[src/rtl/msgq_reader.sv]
// msgq_reader
//   Drains a 64-entry flagless LUT-RAM word queue and frames its contents
//   into messages. Each message starts with a header word whose bits [5:0]
//   give the payload length L. The whole message is 1 + L words long.
//   The queue has no status flags, so occupancy is tracked here from the
//   producer's write strobe and the reads this block issues. A message is
//   only released once every one of its words is resident. This lets the
//   consumer take the message as one burst with no bubbles.
//
// Ports
//   clk, rst      system clock; synchronous active-high reset
//   q_wr_en       copy of the producer's write strobe into the queue
//   q_dout        queue read data (asynchronous read of current address)
//   q_rd_en       pops the queue read pointer
//   q_full        occupancy == 64; producer must hold off
//   occupancy     words resident in the queue, 0..64
//   out_valid     out_data carries a message word
//   out_ready     consumer accepts the word when out_valid is also high
//   out_data      message word, straight from q_dout
//   out_first     current word is the header
//   out_last      current word is the final word of the message
//   overflow      sticky: a write arrived while full with no read
module msgq_reader #(
  parameter int unsigned width = 32
) (
  input  logic             clk,
  input  logic             rst,
  input  logic             q_wr_en,
  input  logic [width-1:0] q_dout,
  output logic             q_rd_en,
  output logic             q_full,
  output logic [6:0]       occupancy,
  output logic             out_valid,
  input  logic             out_ready,
  output logic [width-1:0] out_data,
  output logic             out_first,
  output logic             out_last,
  output logic             overflow
);

  localparam logic [6:0] DEPTH = 7'd64;

  typedef enum logic {
    IDLE,
    STREAM
  } state_t;

  state_t     state_q, state_d;
  logic [6:0] occ_q, occ_d;
  logic [5:0] remaining_q, remaining_d;
  logic       first_q, first_d;
  logic       overflow_q, overflow_d;

  logic [6:0] msg_words;
  logic       accept;

  // Total words the header at the head of the queue claims (1..64).
  assign msg_words = {1'b0, q_dout[5:0]} + 7'd1;

  assign out_valid = (state_q == STREAM);
  assign accept    = out_valid & out_ready;

  assign q_rd_en   = accept;
  assign q_full    = (occ_q == DEPTH);
  assign occupancy = occ_q;
  assign out_data  = q_dout;
  assign out_first = first_q;
  assign out_last  = (state_q == STREAM) && (remaining_q == '0);
  assign overflow  = overflow_q;

  // Occupancy bookkeeping. A write while full with no read is lost. The
  // count saturates and the error is latched.
  always_comb begin
    occ_d      = occ_q;
    overflow_d = overflow_q;
    case ({q_wr_en, accept})
      2'b10: begin
        if (occ_q == DEPTH) overflow_d = 1'b1;
        else                occ_d      = occ_q + 7'd1;
      end
      2'b01:   occ_d = occ_q - 7'd1;
      default: ;
    endcase
  end

  // Framing. In IDLE the header is visible on q_dout whenever the queue is
  // non-empty. Nothing is read until the full message has arrived, so the
  // header stays stable while waiting.
  always_comb begin
    state_d     = state_q;
    remaining_d = remaining_q;
    first_d     = first_q;
    case (state_q)
      IDLE: begin
        if ((occ_q != '0) && (occ_q >= msg_words)) begin
          state_d     = STREAM;
          remaining_d = q_dout[5:0];
          first_d     = 1'b1;
        end
      end
      STREAM: begin
        if (accept) begin
          first_d = 1'b0;
          if (remaining_q == '0) state_d     = IDLE;
          else                   remaining_d = remaining_q - 6'd1;
        end
      end
      default: state_d = IDLE;
    endcase
  end

  always_ff @(posedge clk) begin
    if (rst) begin
      state_q     <= IDLE;
      occ_q       <= '0;
      remaining_q <= '0;
      first_q     <= 1'b0;
      overflow_q  <= 1'b0;
    end else begin
      state_q     <= state_d;
      occ_q       <= occ_d;
      remaining_q <= remaining_d;
      first_q     <= first_d;
      overflow_q  <= overflow_d;
    end
  end

endmodule

[config.mk]
export PLATFORM = sky130hd
export DESIGN_NAME = msgq_reader
export DESIGN_NICKNAME = d
export VERILOG_FILES = /design/src/rtl/msgq_reader.sv
export SDC_FILE = /design/constraint.sdc
export NUM_CORES = 1
export LEC_CHECK = 0
export CORE_ASPECT_RATIO = 1.5
export CORE_MARGIN = 8
export CORE_UTILIZATION = 44
export DETAILED_ROUTE_END_ITERATION = 8
export GPL_TIMING_DRIVEN = 0
export PLACE_DENSITY = 0.92
export REMOVE_ABC_BUFFERS = 1
export SYNTH_ARGS = -nofsm -noshare
export SYNTH_HDL_FRONTEND = slang
export SYNTH_SLANG_ARGS = --single-unit
[constraint.sdc]
create_clock -name clk -period 4.64 [get_ports clk]
set_input_delay 1.16 -clock clk [delete_from_list [all_inputs] [get_ports clk]]
set_output_delay 1.16 -clock clk [all_outputs]
set_load 0.01 [all_outputs]
**After elaboration in Yosys (flattened, before gate mapping)**

Cells that the tools add are included.

- Flip-flop bits (word level): 16
- Input port bits: 36
- Output and inout port bits: 45
- Word-level logic and storage cells: 41

- $add $sub $neg: 4
- Order comparisons: 1
- Eq/ne operators: 7
- Multiplexer cells: 13
- Bitwise operators: 2
- Reductions and logical operators: 9

Operators by type and width:

| cell | count |
|---|---|
| 6-bit two-way mux | 3 |
| 7-bit one-hot mux with 2 select lines | 1 |
| 6-bit one-hot mux with 2 select lines | 1 |
| 6-bit by 1-bit adder with 7-bit output, second input constant | 1 |
| 7-bit by 1-bit adder with 7-bit output, second input constant | 1 |
| 7-bit == test, second input constant | 1 |
| 7-bit greater-or-equal comparator | 1 |
| 7-bit two-way mux | 1 |
| 7-bit nonzero test | 1 |
| 7-bit by 1-bit subtractor with 7-bit output, second input constant | 1 |
| 6-bit logical NOT | 1 |
| 2-bit inequality test, second input constant | 3 |
| 2-bit AND reduction | 3 |
| 6-bit by 1-bit subtractor with 6-bit output, second input constant | 1 |
| 1-bit two-way mux | 5 |
| 1-bit one-hot mux with 2 select lines | 2 |
| 3-bit AND reduction | 1 |
| 2-bit by 1-bit == test with 1-bit output, second input constant | 1 |
| 2-bit == test, second input constant | 1 |
| 1-bit logical AND | 2 |
| 2-bit by 1-bit inequality test with 1-bit output, second input constant | 1 |
| 2-bit nonzero test | 1 |
| 1-bit bitwise AND | 1 |
| 1-bit inverter | 1 |

**Longest topological paths before layout**

Gate-level depths: netlist of the first run.

- Word-level depth: 5
- Gate-level depth with buffers: 9
- Mapped depth without buffers: 9

**Worst setup path after synthesis of the first run**

Ideal clock, no wire load.

- Path type: input -> register
- From: input out_ready
- To: register occ_q[6], in the netlist occupancy[6]
- Setup time: 62 ps
- Arrival: 3138 ps
- Required time: 4578 ps
- Slack: 1440 ps
- Cell stages on the path: 8
- Path through: nand2_1 > nor2_1 > ha_1 > nor2b_1 > o31a_1 > o21a_1 > or4_1 > nand3_1

- Longest elaborated chain between the ends: 4
- Elaborated cells on any way between the ends: 7
- Those cells by class: eq/ne (3); mux (1); bitwise (1); reduce/logical (2)

RTL lines:

| what | RTL line | source |
|---|---|---|
| start: declaration | 34 | `input logic out_ready,` |
| 1-bit bitwise AND * | 61 | `assign accept = out_valid & out_ready;` |
| 2-bit == test or 2-bit by 1-bit == test with 1-bit output (tied branches) | 76 | `case ({q_wr_en, accept})` |
| 2-bit inequality test (no source line) or 2-bit nonzero test (tied branches) | -- |  |
| 2-bit AND reduction (no source line) | -- |  |
| end signal: assignment | 115 | `occ_q <= '0;` |
| end signal: assignment | 121 | `occ_q <= occ_d;` |
| end: declaration | 49 | `logic [6:0] occ_q, occ_d;` |

Mark *: on every way between the ends. The rest lies on a longest branch, timed or not.
A chain may end at the register's enable or synchronous reset.

**Worst setup path in the final report of the first run**

Same ends and word-level chain as after synthesis.

==> run summary, run 1 <==
Clock Skew - 1.82 ps
Cell-by-cell trace of the critical path - clkdlybuf4s50_1 -> nand2_1 -> nor2_1 -> ha_1 -> nor2b_1 -> o31a_1 -> o21a_1 -> or4_1 -> nand3_1
Chip width - 65.2 um
Port Buffer Count - 28
Share of synthesized flip-flops with an asynchronous set or reset - 0%
Wire length of the first global-routing pass - 6730 um
Unrepaired setup endpoints after global routing - false
Congestion Overflow GR - 0
Number of hold-slack violations in the final timing report - 0
Design Area, Final - 1720 um2
Required time of the worst setup path - 4840 ps
Setup TNS after final layout - 0 ps
Bufs on Longest Clock Path - 2
Post-layout min period - 3980 ps
Via count of the first global-routing pass - 1,350
Count of warnings emitted by yosys - 0
Max rail drop VDD - 0.000203 V
Overall die area - 5850 um2
Delay of the slowest cell on the worst path - 660 ps
Static Leak - 0.741 nW
Clock sinks - 16
Fraction of post-synthesis cell area in the top cell type by area - 20.1%
Number of buffer and inverter stages on the critical path - 1
Routability-driven placement congestion ratio - 0.842
Number of cells produced by synthesis - 197
Post-CTS setup-driven buffer insertion count - 0
HP Class - reg -> reg
Most frequently used cell type in the post-synthesis netlist - sky130_fd_sc_hd__buf_4
Slew headroom - 49.1%
Overall die height - 89.7 um
M1 wire length - 1830 um
Area overhead of the layout relative to synthesis - 7.53%
Count of different cell masters after synthesis - 43
Top Ports - 81
Run status - complete, no violations
Slack of the worst reg-to-reg path - 1290 ps
Biggest fanout along the worst timing path - 11
Final cycle utilization of the critical path - 85.7%
Register bit count reported by yosys - 16
Iteration-0 DRC count of the detailed router - 55
Overall routed net length - 4330 um
Starting Density - 44.5%
Clock tree from TritonCTS - done
Inserted Clock Buffers - 3
Remaining antenna violation count after routing - 0
First-pass iteration count of the detailed router - 4
Post-synthesis average cell area - 8.10 um2
Routed length on met2 - 2010 um
PD cells - 221 nW/um2
DR vias/cell - 5.97
Sum of net half-perimeters after detailed placement - 3340 um
Share of the yosys chip area belonging to registers - 20.1%
Count of endpoints failing setup in the final report - 0
Gates resized, CTS repair - 0
Biggest area consumer among synthesized cells - sky130_fd_sc_hd__dfxtp_1
Post-synth EDFFs - 0
Critical-path top delay cell - sky130_fd_sc_hd__nor2_1
Achievable clock frequency - 252 MHz
Clock-pin transition on the worst setup and hold timing paths - 60 ps
Tot GR Track Use - 14.3%
Total length of routed met3 wires - 458 um
Gate family responsible for the most delay along the worst path - simple AND/OR/NAND/NOR gates
Crit end category - register
Max-cap violation count - 0
Measured slew at the worst slew-check pin - 759 ps
Total placed instance area - 1670 um2
Number of antenna repair diodes - 0
Vias after detailed routing - 1,404
DRC violations left - 0
Placement row count - 27
Number of max-slew violations in the final report - 0
Mapped Area - 1600 um2
Highest routing layer actually used - met4
Average detailed-routed wire length per instance - 18.4 um
Ranking of synthesized cells by instance count - 32 x sky130_fd_sc_hd__buf_4, 19 x sky130_fd_sc_hd__nor2_1, 16 x sky130_fd_sc_hd__dfxtp_1, 14 x sky130_fd_sc_hd__ha_1, 12 x sky130_fd_sc_hd__inv_1
Placeable core area - 3580 um2
Class of the most critical setup path - in -> reg
Fraction of final layout cells sized beyond drive strength 1 - 5.21%
Top post-synthesis cells by area - sky130_fd_sc_hd__dfxtp_1 20%, sky130_fd_sc_hd__buf_4 15%, sky130_fd_sc_hd__ha_1 11%
Number of antenna violations at the first check in global routing - 0
Crit path launch type - primary input
WP data arrival - 4170 ps
Nets@finish - 245
Most frequently used flop master after synthesis - sky130_fd_sc_hd__dfxtp_1
Hold-fix buffer count after cts - 0
Maximum number of pins on one net before global-route repair - 19
Source-to-sink clock delay at the later pin of the worst-skew pair - 250 ps
Number of H-tree levels - 1
Root buffer cell - sky130_fd_sc_hd__clkbuf_8
-- power breakdown --
| group | total [mW] | switching (mW) | internal (mW) |
|---|---|---|---|
| Clock | 0.106 | 0.0485 | 0.0576 |
| Combinational | 0.119 | 0.0626 | 0.0564 |
| Sequential | 0.154 | 0.0100 | 0.144 |
-- cells in the final DEF, fill, tap and decap left out, types with 2 or more instances in the layout --
cell type and instances:
sky130_fd_sc_hd__a211oi_1 2, sky130_fd_sc_hd__nand2_1 10, sky130_fd_sc_hd__clkbuf_8 3, sky130_fd_sc_hd__nor2_1 19
sky130_fd_sc_hd__and3_1 3, sky130_fd_sc_hd__xnor2_1 6, sky130_fd_sc_hd__a311o_1 2, sky130_fd_sc_hd__mux2i_1 8
sky130_fd_sc_hd__dfxtp_1 16, sky130_fd_sc_hd__clkdlybuf4s50_1 28, sky130_fd_sc_hd__ha_1 14, sky130_fd_sc_hd__a21oi_1 11
sky130_fd_sc_hd__o21ai_0 7, sky130_fd_sc_hd__xor2_1 5, sky130_fd_sc_hd__a31oi_2 2, sky130_fd_sc_hd__nand3_1 8
sky130_fd_sc_hd__a32oi_1 2, sky130_fd_sc_hd__inv_1 12, sky130_fd_sc_hd__o21a_1 2, sky130_fd_sc_hd__nor3_1 3
sky130_fd_sc_hd__a211o_1 3, sky130_fd_sc_hd__a21o_1 2, sky130_fd_sc_hd__nor4_1 3, sky130_fd_sc_hd__nand2b_1 2
-- tightest hold or removal path: stages (launching register included) --
cell	delay (ps)
sky130_fd_sc_hd__dfxtp_1	310
sky130_fd_sc_hd__inv_1	50
sky130_fd_sc_hd__a21oi_1	50
-- layer usage --
layer  GRT usage, %  vias up
met5           3.85        -
met4           3.29        0
met3           6.34        5
met2           21.4       62
met1           17.8      681
li1               -      656
-- area by class of cell --
cell class / instances / area (um2)
Sequential cell: 16 / 320
Multi-Input combinational cell: 133 / 975
Timing Repair Buffer: 28 / 280
Tap cell: 43 / 53.8
Inverter: 12 / 45.0
Clock buffer: 3 / 41.3
Fill cell: 363 / 1870
-- through the flow --
stage | worst slack [ps] | hold slack [ps] | util [%] | power, mW | cells
after global routing | 460 | 466 | 47.9 | 0.398 | 235
final | 664 | 454 | 47.9 | 0.380 | 235
after detailed placement | 410 | 444 | 46.8 | 0.275 | 232
after CTS | 644 | 453 | 47.9 | 0.380 | 235
after floorplan | 1270 | 452 | - | 0.231 | 161
after global placement | 468 | 438 | 46.8 | 0.272 | 232
-- registers in the layout, summed over array words and instances (netlist names) --
signal	cells
overflow	1
remaining_q	6
occupancy	7
out_valid	1
out_first	1
-- logic make-up after synthesis --
family	synth area share (%)
and+or+nand+nor	17.8
adders and majority gates	12.2
AOI/OAI and AO/OA	20.0
DFF	20.1
muxes	5.02
buffers and inverters	18.8
xor gates and xnor gates	6.04
-- final timing paths --
kind,cells past startpoint,start,end
max,9,out_ready,occupancy[6]
max reg2reg,8,out_valid,occupancy[6]
min reg2reg,2,overflow,overflow
min,2,overflow,overflow
Power figures use the tool's default switching activity.
==> run 2, diff against run 1 <==
- CAP_MARGIN: unset -> 15
- SLEW_MARGIN: unset -> 20
==> results of run 2 <==
Same layout as run 1: the final DEF is identical, and so are final timing and power.
